File: src/rtl/store_monitor.sv
// rtl/store_monitor.sv - data-store bus monitor: store log FIFO, pass/fail decision and watchdog
module store_monitor #(
    parameter int          DEPTH       = 8,
    parameter logic [31:0] DONE_ADR    = 32'd100,
    parameter logic [31:0] EXPECT_DATA = 32'd7,
    parameter int          TIMEOUT     = 1000
) (
    input  logic                     clk,
    input  logic                     reset,
    input  logic                     MemWrite,
    input  logic [31:0]              DataAdr,
    input  logic [31:0]              WriteData,
    input  logic                     rd_en,
    output logic                     rd_valid,
    output logic [31:0]              rd_adr,
    output logic [31:0]              rd_data,
    output logic [$clog2(DEPTH):0]   count,
    output logic                     overflow,
    output logic                     done,
    output logic                     pass,
    output logic                     fail,
    output logic                     timeout,
    output logic [31:0]              cycles
);

    localparam int AW = $clog2(DEPTH);
    localparam int CW = AW + 1;
    localparam logic [CW-1:0] FULL_CNT = CW'(DEPTH);
    localparam logic [31:0]   TMO_LAST = 32'(TIMEOUT - 1);

    typedef enum logic [1:0] {
        ST_RUN     = 2'd0,
        ST_PASS    = 2'd1,
        ST_FAIL    = 2'd2,
        ST_TIMEOUT = 2'd3
    } state_t;

    state_t          r_state;
    state_t          w_state_next;

    logic [31:0]     r_mem_adr  [DEPTH];
    logic [31:0]     r_mem_data [DEPTH];
    logic [AW-1:0]   r_wr_ptr;
    logic [AW-1:0]   r_rd_ptr;
    logic [CW-1:0]   r_count;
    logic [CW-1:0]   w_count_next;
    logic            r_overflow;
    logic            r_done;
    logic            r_pass;
    logic            r_fail;
    logic            r_timeout;
    logic [31:0]     r_cycles;

    logic            w_run;
    logic            w_push_req;
    logic            w_full;
    logic            w_pop;
    logic            w_push;
    logic            w_drop;
    logic            w_done_store;

    assign w_run        = (r_state == ST_RUN);
    assign w_push_req   = MemWrite && w_run;
    assign w_full       = (r_count == FULL_CNT);
    assign w_pop        = rd_en && (r_count != '0);
    // A pop on the same edge frees the slot the full-FIFO push lands in.
    assign w_push       = w_push_req && (!w_full || w_pop);
    assign w_drop       = w_push_req && w_full && !w_pop;
    assign w_done_store = w_push_req && (DataAdr == DONE_ADR);

    always_comb begin
        w_count_next = r_count;
        case ({w_push, w_pop})
            2'b10:   w_count_next = r_count + CW'(1);
            2'b01:   w_count_next = r_count - CW'(1);
            default: w_count_next = r_count;
        endcase
    end

    always_comb begin
        w_state_next = r_state;
        case (r_state)
            ST_RUN: begin
                // Completion store outranks watchdog expiry on the same edge.
                if (w_done_store) begin
                    w_state_next = (WriteData == EXPECT_DATA) ? ST_PASS : ST_FAIL;
                end else if (r_cycles == TMO_LAST) begin
                    w_state_next = ST_TIMEOUT;
                end
            end
            default: w_state_next = r_state;
        endcase
    end

    always_ff @(posedge clk) begin
        if (!reset) begin
            r_state    <= ST_RUN;
            r_wr_ptr   <= '0;
            r_rd_ptr   <= '0;
            r_count    <= '0;
            r_overflow <= 1'b0;
            r_done     <= 1'b0;
            r_pass     <= 1'b0;
            r_fail     <= 1'b0;
            r_timeout  <= 1'b0;
            r_cycles   <= '0;
        end else begin
            r_state   <= w_state_next;
            r_count   <= w_count_next;
            r_done    <= (w_state_next != ST_RUN);
            r_pass    <= (w_state_next == ST_PASS);
            r_fail    <= (w_state_next == ST_FAIL);
            r_timeout <= (w_state_next == ST_TIMEOUT);
            if (w_push) begin
                r_wr_ptr <= r_wr_ptr + AW'(1);
            end
            if (w_pop) begin
                r_rd_ptr <= r_rd_ptr + AW'(1);
            end
            if (w_drop) begin
                r_overflow <= 1'b1;
            end
            if (w_run) begin
                r_cycles <= r_cycles + 32'd1;
            end
        end
    end

    always_ff @(posedge clk) begin
        if (w_push) begin
            r_mem_adr[r_wr_ptr]  <= DataAdr;
            r_mem_data[r_wr_ptr] <= WriteData;
        end
    end

    assign rd_valid = (r_count != '0);
    assign rd_adr   = rd_valid ? r_mem_adr[r_rd_ptr]  : 32'd0;
    assign rd_data  = rd_valid ? r_mem_data[r_rd_ptr] : 32'd0;
    assign count    = r_count;
    assign overflow = r_overflow;
    assign done     = r_done;
    assign pass     = r_pass;
    assign fail     = r_fail;
    assign timeout  = r_timeout;
    assign cycles   = r_cycles;

endmodule

File: config.mk
export PLATFORM = sky130hd
export DESIGN_NAME = store_monitor
export DESIGN_NICKNAME = d
export VERILOG_FILES = /design/src/rtl/store_monitor.sv
export SDC_FILE = /design/constraint.sdc
export NUM_CORES = 1
export LEC_CHECK = 0
export CAP_MARGIN = 5
export CORE_MARGIN = 2
export CORE_UTILIZATION = 58
export DETAILED_ROUTE_END_ITERATION = 10
export PLACE_DENSITY = 0.9
export SYNTH_ARGS = -nofsm -noshare
export SYNTH_HDL_FRONTEND = slang
export SYNTH_SLANG_ARGS = --single-unit
File: constraint.sdc
create_clock -name clk -period 10.65 [get_ports clk]
set_input_delay 1.065 -clock clk [delete_from_list [all_inputs] [get_ports clk]]
set_output_delay 1.065 -clock clk [all_outputs]
set_load 0.02 [all_outputs]
Yosys cells after proc, flatten, opt, wreduce, memory -nomap -nowiden
Memories as Yosys holds them, arrays and structs flattened. A register that Yosys moved wholly into a read port is not among the register bits.
Index checks and enable logic that the tools add are counted.
Storage, ports and cells
  input bits: 68
  logic and storage cells: 52
  memories kept: 2
  register bits after elaboration: 49
  output and inout port bits: 106
  RAM bits: 512
Memory list
  r_mem_adr: depth 8, bits a word 32, read ports 1, clocked after Yosys merged registers in 1, write ports 1, RTL line 41  | logic [31:0] r_mem_adr [DEPTH];
  r_mem_data: depth 8, bits a word 32, read ports 1, clocked after Yosys merged registers in 1, write ports 1, RTL line 42  | logic [31:0] r_mem_data [DEPTH];
Operators by class
  mux-type cells: 13
  reduce and logical (&&, ||, !) cells: 13
  $add $sub $neg: 5
  equality and inequality tests: 9
Operator list (number)
  $mux W32: 2
  $add A32 B1 Y32 const B: 1
  $eq A32 B10 Y1 const B: 1
  $eq A32 B3 Y1 const B: 1
  $eq A32 B7 Y1 const B: 1
  $mux W3: 4
  $mux W2: 4
  $pmux W4 S2: 1
  $add A3 B1 Y3 const B: 2
  $eq A2 B2 Y1 const B: 3
  $logic_and A1 B1 Y1: 6
  $add A4 B1 Y4 const B: 1
  $eq A2 B1 Y1 const B: 2
  $eq A4 B4 Y1 const B: 1
  $reduce_bool A2 Y1: 2
  $reduce_bool A4 Y1: 1
  $sub A4 B1 Y4 const B: 1
  $logic_not A1 Y1: 2
  $logic_not A2 Y1: 1
  $mux W1: 2
  $logic_or A1 B1 Y1: 1

Logic depth before layout (Yosys ltp)
  depth in word-level cells: 6
  depth in mapped cells: 9

Worst setup path after synthesis
Ideal clock, no wire load.
  path kind: input -> register
  start point: input port MemWrite
  end point: memory r_mem_adr[0][0] (enable)
  slack: 2289 ps
  arrival: 7717 ps
  path buffers: 0
  cell stages on the path: 3
  setup time: 644 ps
  path through: nor3b_2 -> nand2_1 -> nor4_1
On the way
  longest elaborated chain between the ends: 4
Ends and longest elaborated chain
  from (decl): RTL line 10  | input logic MemWrite,
  $logic_and A1 B1 Y1: RTL line 63  | assign w_push_req = MemWrite && w_run;
  $logic_and A1 B1 Y1: RTL line 67  | assign w_push = w_push_req && (!w_full || w_pop);
  $mux W1: RTL line 130  | if (w_push) begin
  $mux W1 (implied by the code): RTL line 131  | r_mem_adr[r_wr_ptr] <= DataAdr;
  to (decl): RTL line 41
No other way between the ends.

==> results.md <==
- Final setup TNS: 0 ns
- Part of the cycle the worst path needs: 53.2%
- Die height: 198 um
- Drt drc: 0
- Num CTS Buffers: 53
- Instance count on the critical path: 6
- Number of port buffers: 173
- Pre-CTS worst setup slack: 5.39 ns
- PwrDens: 213 nW/um^2
- Hold Path Depth: 2
- Synth Flop Type: edfxtp_1
- Die area: 39,400 um^2
- Via Count: 11,500
- Post-Syn Area per Cell: 19.6 um^2
- CTS tree: yes
- Status: finished clean
- ANT nets after route: 0
- Synthesized area: 21,900 um^2
- Sequential area share after synthesis: 74.9%
- HPWL Detailed: 25,400 um
- Area growth syn-to-layout: 19.0%
- Setup Skew: 0.0181 ns
- Gp weighted congestion: 0.837
- DRT Pass-1 Iters: 5
- Finished Layout Cells: 1,866
- Crit path max-delay cell type: buf_4
- Critical Path Fanout Max: 48
- Worst Path Buf+Inv: 3
- Sink Count: 564
- Net Count, Synth: 1,189
- Routed WL: 48,900 um
- Hold_buf cts: 0
- Post CTS Setup Buffer Count: 0
- Sw Share: 25.5%
- Final min period: 5.67 ns
- Pin count of the biggest net entering global routing: 69
- Clk root buf: clkbuf_16
- Switching pwr: 1420 uW
- Max_slew headroom: 28.6%
- First-pass GRT wire length: 73,100 um
- Design area: 26,100 um^2
- Total global routing overflow: 0
- Seq pwr share: 45.6%
- Worst setup EP type: output pin
- Clock Power Share: 35.8%
- Peak supply drop: 169 uV
- Worst path arrival time: 4.60 ns
- Final hold viol count: 0
- IO Pins: 174
- Worst reg2reg path depth: 5
- Yosys warns: 0
- Die W: 198 um
- Final Max Slew Viols: 0
- H-tree depth: 2
- Post-DP Area: 24,200 um^2
- Clock latency on the worst-skew pair: 0.58 ns
- Total GRT Usage: 25.4%
- Final setup vio count: 0
- Core area: 37,400 um^2
- Unrepaired setup endpoints after global routing: no
- F_max: 0.176 GHz
- Max cap viols: 0
- Vias in the first global route: 12,000
- Final Util: 69.7%
- Post-synth EDFFs: 512
- Synth Instances: 1,117
- Crit path cell chain: buf_4 -> buf_4 -> mux4_2 -> mux2i_1 -> nor2_1 -> clkdlybuf4s50_1
- Vias per cell: 6.17
- Gate power share: 18.5%
- Setup CP Type: register to output pin
- Static Leak: 0.00805 uW
- Data required time of the critical path: 9.59 ns
- # resized after CTS: 0
- Routed WL per cell: 26.2 um
- Cell total after placement: 1,763
- Flops & latches, synth: 564
- Yosys cell types: 51
- Clk slew on worst S/H paths: 0.06 ns
- Most frequent CP cell: buf_4
- Maximum clock path buffer count: 3
- Final worst slack: 4.98 ns
- Share of layout cells above drive strength 1: 19.1%
- Final nets: 1,380
- Initial Util: 58.6%
- Initial antenna violation count: 5
- Row count: 71
- CP peak stage delay: 0.85 ns
- DRT iter0 DRCs: 1,134
- Asr flop ratio synth: 0%
- Int Pwr: 4130 uW
- Kind of cell adding the most delay to the critical path: buffers and inverters
- Hold/Removal Path Class: register to register
- CP startpoint kind: register
- Worst-Margin Slew: 1.07 ns
[logic make-up (layout without fill, tap and decap cells)]
kind of cell / count (synthesis) / after routing / share of synthesized area (%)
AO/OA/AOI/OAI: 25 / 25 / 0.708
XOR/XNOR: 32 / 32 / 1.28
adder cells (fa/ha/maj): 4 / 4 / 0.228
buffers and inverters: 67 / 303 / 1.47
flip-flops: 564 / 564 / 74.9
multiplexers: 197 / 197 / 16.3
other: 0 / 2 / 0
AND/OR/NAND/NOR: 228 / 228 / 5.11
[power by group through the flow]
stage	clock, uW	sequential (uW)	combinational (uW)
finish	1990	2530	1030
global route	2100	2540	1090
CTS	2010	2540	1040
detailed placement	0	2580	1020
global placement	0	2580	1000
floorplan	0	2550	618
[tightest hold or removal path: cells and delay by family (launching register included)]
kind	cells	cell delay [ns]
DFF	1	0.34
and+or+nand+nor	1	0.08
AOI/OAI and AO/OA	1	0.04
[synth_stat cells, types with 3 or more instances]
library cell / number / area, um^2
a21oi_1: 11 / 55.1
buf_1: 13 / 48.8
buf_2: 14 / 70.1
clkbuf_1: 24 / 90.1
dfxtp_1: 52 / 1040
edfxtp_1: 512 / 15400
ha_1: 4 / 50.1
inv_1: 10 / 37.5
mux2i_1: 69 / 691
mux4_2: 128 / 2880
nand2_1: 26 / 97.6
nand2b_1: 5 / 31.3
nand3_1: 12 / 60.1
nand4_1: 9 / 56.3
nor2_1: 109 / 409
nor3_1: 17 / 85.1
nor4_1: 24 / 150
o21ai_0: 5 / 25.0
or3_1: 4 / 25.0
or4_1: 3 / 22.5
xnor2_1: 22 / 193
xor2_1: 10 / 87.6
[state kept, by name, summed over array words and instances, names as in the netlist, named ones only]
name and flops:
done 1, r_mem_data 256, timeout 1, fail 1
r_state 2, r_rd_ptr 3, overflow 1, cycles 32
pass 1, r_mem_adr 256, count 4, r_wr_ptr 3
[cell usage in the layout (no fill, tap or decap), types with 22 or more instances in the layout]
master           count
nor4_1              22
clkdlybuf4s50_1    173
xnor2_1             22
nor2_1             106
clkbuf_16           55
dfxtp_1             49
edfxtp_1           512
mux2i_1             69
mux4_2             128
nand2_1             26
[path summary, 6_finish.rpt]
| path | slack (ns) | from | to |
|---|---|---|---|
| max reg2reg | 7.00 | r_state[1] | r_mem_data[4][8] |
| min | 0.49 | overflow | overflow |
| max | 4.98 | register | rd_data[3] |
| min reg2reg | 0.49 | overflow | overflow |
[through the flow]
| step | hold slack, ns | power, uW |
|---|---|---|
| floorplan | 0.454 | 3170 |
| global placement | 0.453 | 3580 |
| detailed placement | 0.461 | 3600 |
| CTS | 0.492 | 5590 |
| global route | 0.531 | 5730 |
| finish | 0.490 | 5550 |
[metal layers]
layer  wire length, um  share of wire [%]  up-vias  GRT usage, %
met2             24800                 51      585          42.4
li1                  -                  -     4883             -
met4              1410                2.9        4          8.49
met5                25              0.051        -             0
met1             18400                 38     5939          33.6
met3              4240                8.7      102          5.66
[layout make-up]
class | count | area (um^2)
clock buffers | 69 | 1500
repair buffers | 192 | 1870
clock inverters | 31 | 360
inverters | 11 | 41.3
multi-input cells | 486 | 5240
flip-flops and latches | 564 | 16400
well taps | 511 | 639
fillers | 2191 | 11300
diodes | 2 | 5.00
Power figures use the tool's default switching activity.
